===== src/rtl/frame_writer.sv =====
// Capture side of the 1-bpp frame store: thresholds streamed RGB pixels, packs 8 per byte
// (pixel p -> byte p[18:3], bit 7-p[2:0]). Optional FRAME_WRITER_DITHER_EN adds 2x2 Bayer dither.
module frame_writer #(
  parameter int unsigned H_ACTIVE  = 640,
  parameter int unsigned V_ACTIVE  = 480,
  parameter int unsigned THRESHOLD = 128
) (
  input  logic        i_vga_clk,
  input  logic        rstn,
  input  logic        i_arm,
  input  logic        i_valid,
  output logic        o_ready,
  input  logic        i_sof,
  input  logic [7:0]  i_red,
  input  logic [7:0]  i_green,
  input  logic [7:0]  i_blue,
  output logic        o_wr_en,
  output logic [15:0] o_wr_addr,
  output logic [7:0]  o_wr_data,
  input  logic        i_mem_ready,
  output logic        o_busy,
  output logic        o_frame_done,
  output logic        o_sof_err
);

  localparam logic [18:0] LastPix = 19'(H_ACTIVE * V_ACTIVE - 1);
  localparam logic [7:0]  Thresh  = 8'(THRESHOLD);

  typedef enum logic [1:0] {StIdle, StArmed, StCapture} state_e;

  state_e      state_q, state_d;
  logic [18:0] cnt_q, cnt_d, eff_cnt;
  logic [7:0]  pack_q, pack_d, eff_pack, packed_byte;
  logic        wr_en_q, wr_en_d;
  logic [15:0] wr_addr_q, wr_addr_d;
  logic [7:0]  wr_data_q, wr_data_d;
  logic        last_q, last_d, done_q, done_d, sof_err_q, sof_err_d;
  logic        xfer, take, restart, pix_bit;
  logic [9:0]  luma_sum;
  logic [7:0]  thr_eff;

  assign o_ready = !(wr_en_q && !i_mem_ready);
  assign xfer    = i_valid && o_ready;
  assign take    = xfer && ((state_q == StCapture) || (state_q == StArmed && i_sof));
  // A qualifying sof (or the first pixel out of ARMED) starts pixel 0 with an empty pack.
  assign restart  = take && i_sof && ((state_q == StArmed) || (cnt_q != '0));
  assign eff_cnt  = restart ? '0 : cnt_q;
  assign eff_pack = restart ? '0 : pack_q;

  assign luma_sum = {2'b00, i_red} + {1'b0, i_green, 1'b0} + {2'b00, i_blue};
  // (sum >> 2) >= thr is the same as sum >= thr * 4, which keeps the low bits meaningful.
  assign pix_bit  = luma_sum >= {thr_eff, 2'b00};

`ifdef FRAME_WRITER_DITHER_EN
  logic [18:0]       col_q, col_d, col_eff;
  logic              line_q, line_d, line_eff;
  logic signed [9:0] bayer, thr_s;

  always_comb begin
    col_eff  = restart ? '0 : col_q;
    line_eff = restart ? 1'b0 : line_q;
    unique case ({line_eff, col_eff[0]})
      2'b00:   bayer = -10'sd48;
      2'b01:   bayer = 10'sd16;
      2'b10:   bayer = 10'sd48;
      default: bayer = -10'sd16;
    endcase
    thr_s = $signed({2'b00, Thresh}) + bayer;
    if (thr_s < 10'sd0) begin
      thr_eff = 8'h00;
    end else if (thr_s > 10'sd255) begin
      thr_eff = 8'hFF;
    end else begin
      thr_eff = thr_s[7:0];
    end
    col_d  = col_q;
    line_d = line_q;
    if (take) begin
      if (eff_cnt == LastPix) begin
        col_d  = '0;
        line_d = 1'b0;
      end else if (col_eff == 19'(H_ACTIVE - 1)) begin
        col_d  = '0;
        line_d = ~line_eff;
      end else begin
        col_d  = col_eff + 19'd1;
        line_d = line_eff;
      end
    end
  end

  always_ff @(posedge i_vga_clk or negedge rstn) begin
    if (!rstn) begin
      col_q  <= '0;
      line_q <= 1'b0;
    end else begin
      col_q  <= col_d;
      line_q <= line_d;
    end
  end
`else
  assign thr_eff = Thresh;
`endif

  always_comb begin
    state_d     = state_q;
    cnt_d       = cnt_q;
    pack_d      = pack_q;
    wr_en_d     = wr_en_q;
    wr_addr_d   = wr_addr_q;
    wr_data_d   = wr_data_q;
    last_d      = last_q;
    done_d      = 1'b0;
    sof_err_d   = take && i_sof && (state_q == StCapture) && (cnt_q != '0);
    packed_byte = eff_pack;
    packed_byte[3'd7 - eff_cnt[2:0]] = pix_bit;

    if (wr_en_q && i_mem_ready) begin
      wr_en_d = 1'b0;
      last_d  = 1'b0;
      done_d  = last_q;
    end

    unique case (state_q)
      StIdle:             if (i_arm) state_d = StArmed;
      StArmed, StCapture: ;
      default:            state_d = StIdle;
    endcase

    if (take) begin
      if (eff_cnt[2:0] == 3'd7) begin
        wr_en_d   = 1'b1;
        wr_addr_d = eff_cnt[18:3];
        wr_data_d = packed_byte;
        last_d    = (eff_cnt == LastPix);
        pack_d    = '0;
      end else begin
        pack_d = packed_byte;
      end
      if (eff_cnt == LastPix) begin
        state_d = StIdle;
        cnt_d   = '0;
      end else begin
        state_d = StCapture;
        cnt_d   = eff_cnt + 19'd1;
      end
    end
  end

  always_ff @(posedge i_vga_clk or negedge rstn) begin
    if (!rstn) begin
      state_q   <= StIdle;
      cnt_q     <= '0;
      pack_q    <= '0;
      wr_en_q   <= 1'b0;
      wr_addr_q <= '0;
      wr_data_q <= '0;
      last_q    <= 1'b0;
      done_q    <= 1'b0;
      sof_err_q <= 1'b0;
    end else begin
      state_q   <= state_d;
      cnt_q     <= cnt_d;
      pack_q    <= pack_d;
      wr_en_q   <= wr_en_d;
      wr_addr_q <= wr_addr_d;
      wr_data_q <= wr_data_d;
      last_q    <= last_d;
      done_q    <= done_d;
      sof_err_q <= sof_err_d;
    end
  end

  assign o_wr_en      = wr_en_q;
  assign o_wr_addr    = wr_addr_q;
  assign o_wr_data    = wr_data_q;
  assign o_busy       = (state_q != StIdle);
  assign o_frame_done = done_q;
  assign o_sof_err    = sof_err_q;

endmodule


===== config.mk =====
export PLATFORM = sky130hd
export DESIGN_NAME = frame_writer
export DESIGN_NICKNAME = d
export VERILOG_FILES = /design/src/rtl/frame_writer.sv
export SDC_FILE = /design/constraint.sdc
export NUM_CORES = 1
export LEC_CHECK = 0
export CAP_MARGIN = 15
export CORE_UTILIZATION = 53
export CTS_CLUSTER_DIAMETER = 120
export DETAILED_ROUTE_END_ITERATION = 8
export PLACE_DENSITY = 0.84
export SYNTH_ARGS = -nofsm -noshare
export SYNTH_HDL_FRONTEND = slang
export SYNTH_SLANG_ARGS = --single-unit

===== constraint.sdc =====
create_clock -name i_vga_clk -period 3.7 [get_ports i_vga_clk]
set_input_delay 1.11 -clock i_vga_clk [delete_from_list [all_inputs] [get_ports i_vga_clk]]
set_output_delay 1.11 -clock i_vga_clk [all_outputs]
set_load 0.03 [all_outputs]

==> results_dict.tcl <==
set metrics [dict create \
    finalCriticalPeriod_ns 3.55 \
    drive_gt1_share_pct 15.2 \
    overflow 0 \
    cts_inserted_buffers 9 \
    post_cts_buffers 0 \
    drv_cap 0 \
    dr.pass1.iters 5 \
    antenna_found_initial 0 \
    grt_pass1_wl_mm 12.7 \
    status "finished clean" \
    grt_pass1_vias 2622 \
    drt_iter0_drc 259 \
    grt_setup_unrepaired "false" \
    cp-start-kind "input port" \
    fin_area_sq_um 4200 \
    vias 2730 \
    crit_chain "clkdlybuf4s50_1, nand2b_1, clkdlybuf4s50_1" \
    htree_levels 3 \
    setup_viol 0 \
    async_flop_share_pct 100 \
    io_pins 59 \
    num_rows 28 \
    rrSetupSlack_ns 0.56 \
    post-route-util_pct 70.2 \
    routed_wl_mm 7.43 \
    relSlewSlack_pct 52.5 \
    period_share_pct 95.9 \
    fin_skew_ns 0.0105 \
    die_w_microns 81.2 \
    dpl_cell_area_sq_um 4020 \
    cts_tree "built" \
    peakVddDrop_mv 0.383 \
    postSynthAreaPerCell_sq_um 10.5 \
    vias_per_cell 5.91 \
    start_util_pct 55.6 \
    grt_max_degree 58 \
    n_antenna_cell 0 \
    critPathArrivalTime_ns 2.44 \
    synth_edf_count 0 \
    crit_type "in2out" \
    clkTransAtPathRegs_ns 0.07 \
    synthCells 316 \
    cpPeakStageDelay_ns 0.69 \
    fp.dieH_microns 81.2 \
    dp_hpwl_mm 5.30 \
    cellLeakagePower_nw 1.92 \
    end_kind "primary output" \
    ys_seq_area_share_pct 42.9 \
    powerDensity_nw_per_um2 510 \
    synth.distinct_cells 52 \
    io_buffers 58 \
    worst_slew_pin_slew_ns 0.713 \
    final_max_slew_viol_count 0 \
    root_buffer "clkbuf_8" \
    synth.ff_latch_count 57 \
    cts_resized 0 \
    nFillCells 445 \
    grtUsageTotal_pct 25.9 \
    hp-class "reg2reg" \
    drc 0 \
    syn2layout_area_growth_pct 26.3 \
    clkLatencyLatePin_ns 0.34 \
    die_area_sq_um 6600 \
    wire_per_inst_microns 16.1 \
    cts.sinks 57 \
    worstHoldPathCells 2 \
    cts_hold_buf 0 \
    syn_area_sq_um 3330 \
    fin_nets 433 \
    fmax_ghz 0.282 \
    ys_warn_count 0 \
    crit_fanout 4 \
    rr_worst_depth 11 \
    cts_max_path_buffers 2 \
    coreArea_sq_um 5990 \
    gp_congestion 0.878 \
    critPathSlowestCell "clkdlybuf4s50_1" \
    ant_nets 0 \
    syn_nets 367 \
    report.final.hold_viol_count 0 \
    cp_common_cell "clkdlybuf4s50_1" \
    required_ns 2.59 \
    synthFlopType "dfrtp_1" \
]
==> flip-flops by register name (all words and copies together), names as in the netlist <==
signal,flops
cnt_q,19
last_q,1
o_frame_done,1
o_sof_err,1
o_wr_addr,16
o_wr_data,8
o_wr_en,1
pack_q,8
state_q,2
==> where the power goes <==
part | switching [mW] | internal, mW | total [mW]
clock network | 0.252 | 0.307 | 0.559
logic | 0.425 | 0.339 | 0.764
registers | 0.102 | 0.719 | 0.820
==> worst max-delay path: cells and delay by family <==
family	cells	cell delay (ns)
buffers and inverters	2	1.17
and+or+nand+nor	1	0.16
==> layout make-up <==
type / count / area [sq um] / share of cell area (%)
inverters: 11 / 41.3 / 0.982
flip-flops and latches: 57 / 1430 / 33.9
multi-input cells: 232 / 1780 / 42.4
well taps: 75 / 93.8 / 2.23
clock buffers: 10 / 128 / 3.04
repair buffers: 71 / 673 / 16.0
clock inverters: 6 / 58.8 / 1.40
==> cells by family (layout without fill, tap and decap cells) <==
kind of cell             count (synthesis)  in the layout  share of synthesized area [%]
AND/OR/NAND/NOR                        124            124                           19.4
buffers and inverters                   27             98                           3.80
flip-flops                              57             57                           42.9
AO/OA/AOI/OAI                           58             58                           12.8
multiplexers                            29             29                           11.4
adder cells (fa/ha/maj)                 21             21                           9.70
==> cell usage in the layout, fill, tap and decap left out, types with 2 or more instances in the layout <==
| master | Yosys | layout |
|---|---|---|
| dfrtp_1 | 57 | 57 |
| clkdlybuf4s50_1 | 0 | 57 |
| nand2_1 | 36 | 36 |
| o21ai_0 | 22 | 22 |
| nand3_1 | 21 | 21 |
| mux2_4 | 17 | 17 |
| nor2_1 | 17 | 16 |
| ha_1 | 13 | 13 |
| buf_4 | 0 | 13 |
| inv_1 | 11 | 11 |
| nand4_1 | 11 | 11 |
| clkbuf_8 | 0 | 9 |
| mux2i_1 | 8 | 8 |
| fa_1 | 8 | 8 |
| nor4_1 | 7 | 7 |
| nand2b_1 | 6 | 6 |
| and3_1 | 6 | 6 |
| a21oi_1 | 5 | 5 |
| a22o_1 | 5 | 5 |
| a21o_1 | 4 | 4 |
| mux2_2 | 4 | 4 |
| clkinv_2 | 0 | 4 |
| nor3_1 | 3 | 3 |
| or4_1 | 3 | 3 |
| o31a_1 | 3 | 3 |
| and2_1 | 2 | 2 |
| and4_1 | 2 | 2 |
| and2_2 | 2 | 2 |
| o31ai_1 | 2 | 2 |
| nor2b_1 | 2 | 2 |
| o311ai_0 | 2 | 2 |
==> worst paths after layout <==
kind                                       startpoint                  endpoint
worst max-delay path                      i_mem_ready                   o_ready
worst min-delay path            pack_q[0]$_DFFE_PN0N_     pack_q[0]$_DFFE_PN0N_
worst max register to register  cnt_q[16]$_DFFE_PN0N_      cnt_q[0]$_DFFE_PN0N_
worst min register to register  pack_q[0]$_DFFE_PN0N_     pack_q[0]$_DFFE_PN0N_
max in group asynchronous                        rstn         o_wr_en$_DFF_PN0_
min in group asynchronous                        rstn  o_wr_addr[8]$_DFFE_PN0P_
==> per-layer routing <==
metal / wire [microns] / global-route usage, % / vias to the layer above
li1: - / - / 1282
met4: 76 / 7.32 / 0
met3: 518 / 6.85 / 9
met5: 0 / 0 / -
met1: 3060 / 32.7 / 1329
met2: 3780 / 43.6 / 110
==> metrics by stage <==
stage | setup TNS, ns | hold slack (ns) | cells | worst slack [ns] | total power [mW]
2_1_floorplan | 0 | 0.450 | 316 | 0.0228 | 1.32
3_3_place_gp | -0.0353 | 0.461 | 446 | -0.0192 | 1.55
3_5_place_dp | -0.495 | 0.470 | 446 | -0.144 | 1.59
4_1_cts | 0 | 0.486 | 462 | 0.148 | 2.15
5_1_grt | 0 | 0.512 | 462 | 0.0148 | 2.28
6_report | 0 | 0.482 | 462 | 0.151 | 2.14
==> cells in the mapped netlist, types with 3 or more instances <==
cell / instances / area (sq um)
dfrtp_1: 57 / 1430
nand2_1: 36 / 135
o21ai_0: 22 / 110
nand3_1: 21 / 105
mux2_4: 17 / 255
nor2_1: 17 / 63.8
ha_1: 13 / 163
inv_1: 11 / 41.3
nand4_1: 11 / 68.8
clkbuf_1: 9 / 33.8
fa_1: 8 / 160
mux2i_1: 8 / 80.1
nor4_1: 7 / 43.8
and3_1: 6 / 37.5
nand2b_1: 6 / 37.5
a21oi_1: 5 / 25.0
a22o_1: 5 / 43.8
a21o_1: 4 / 30.0
mux2_2: 4 / 45.0
buf_6: 3 / 33.8
nor3_1: 3 / 15.0
o31a_1: 3 / 26.3
or4_1: 3 / 22.5
Power figures use the tool's default switching activity.
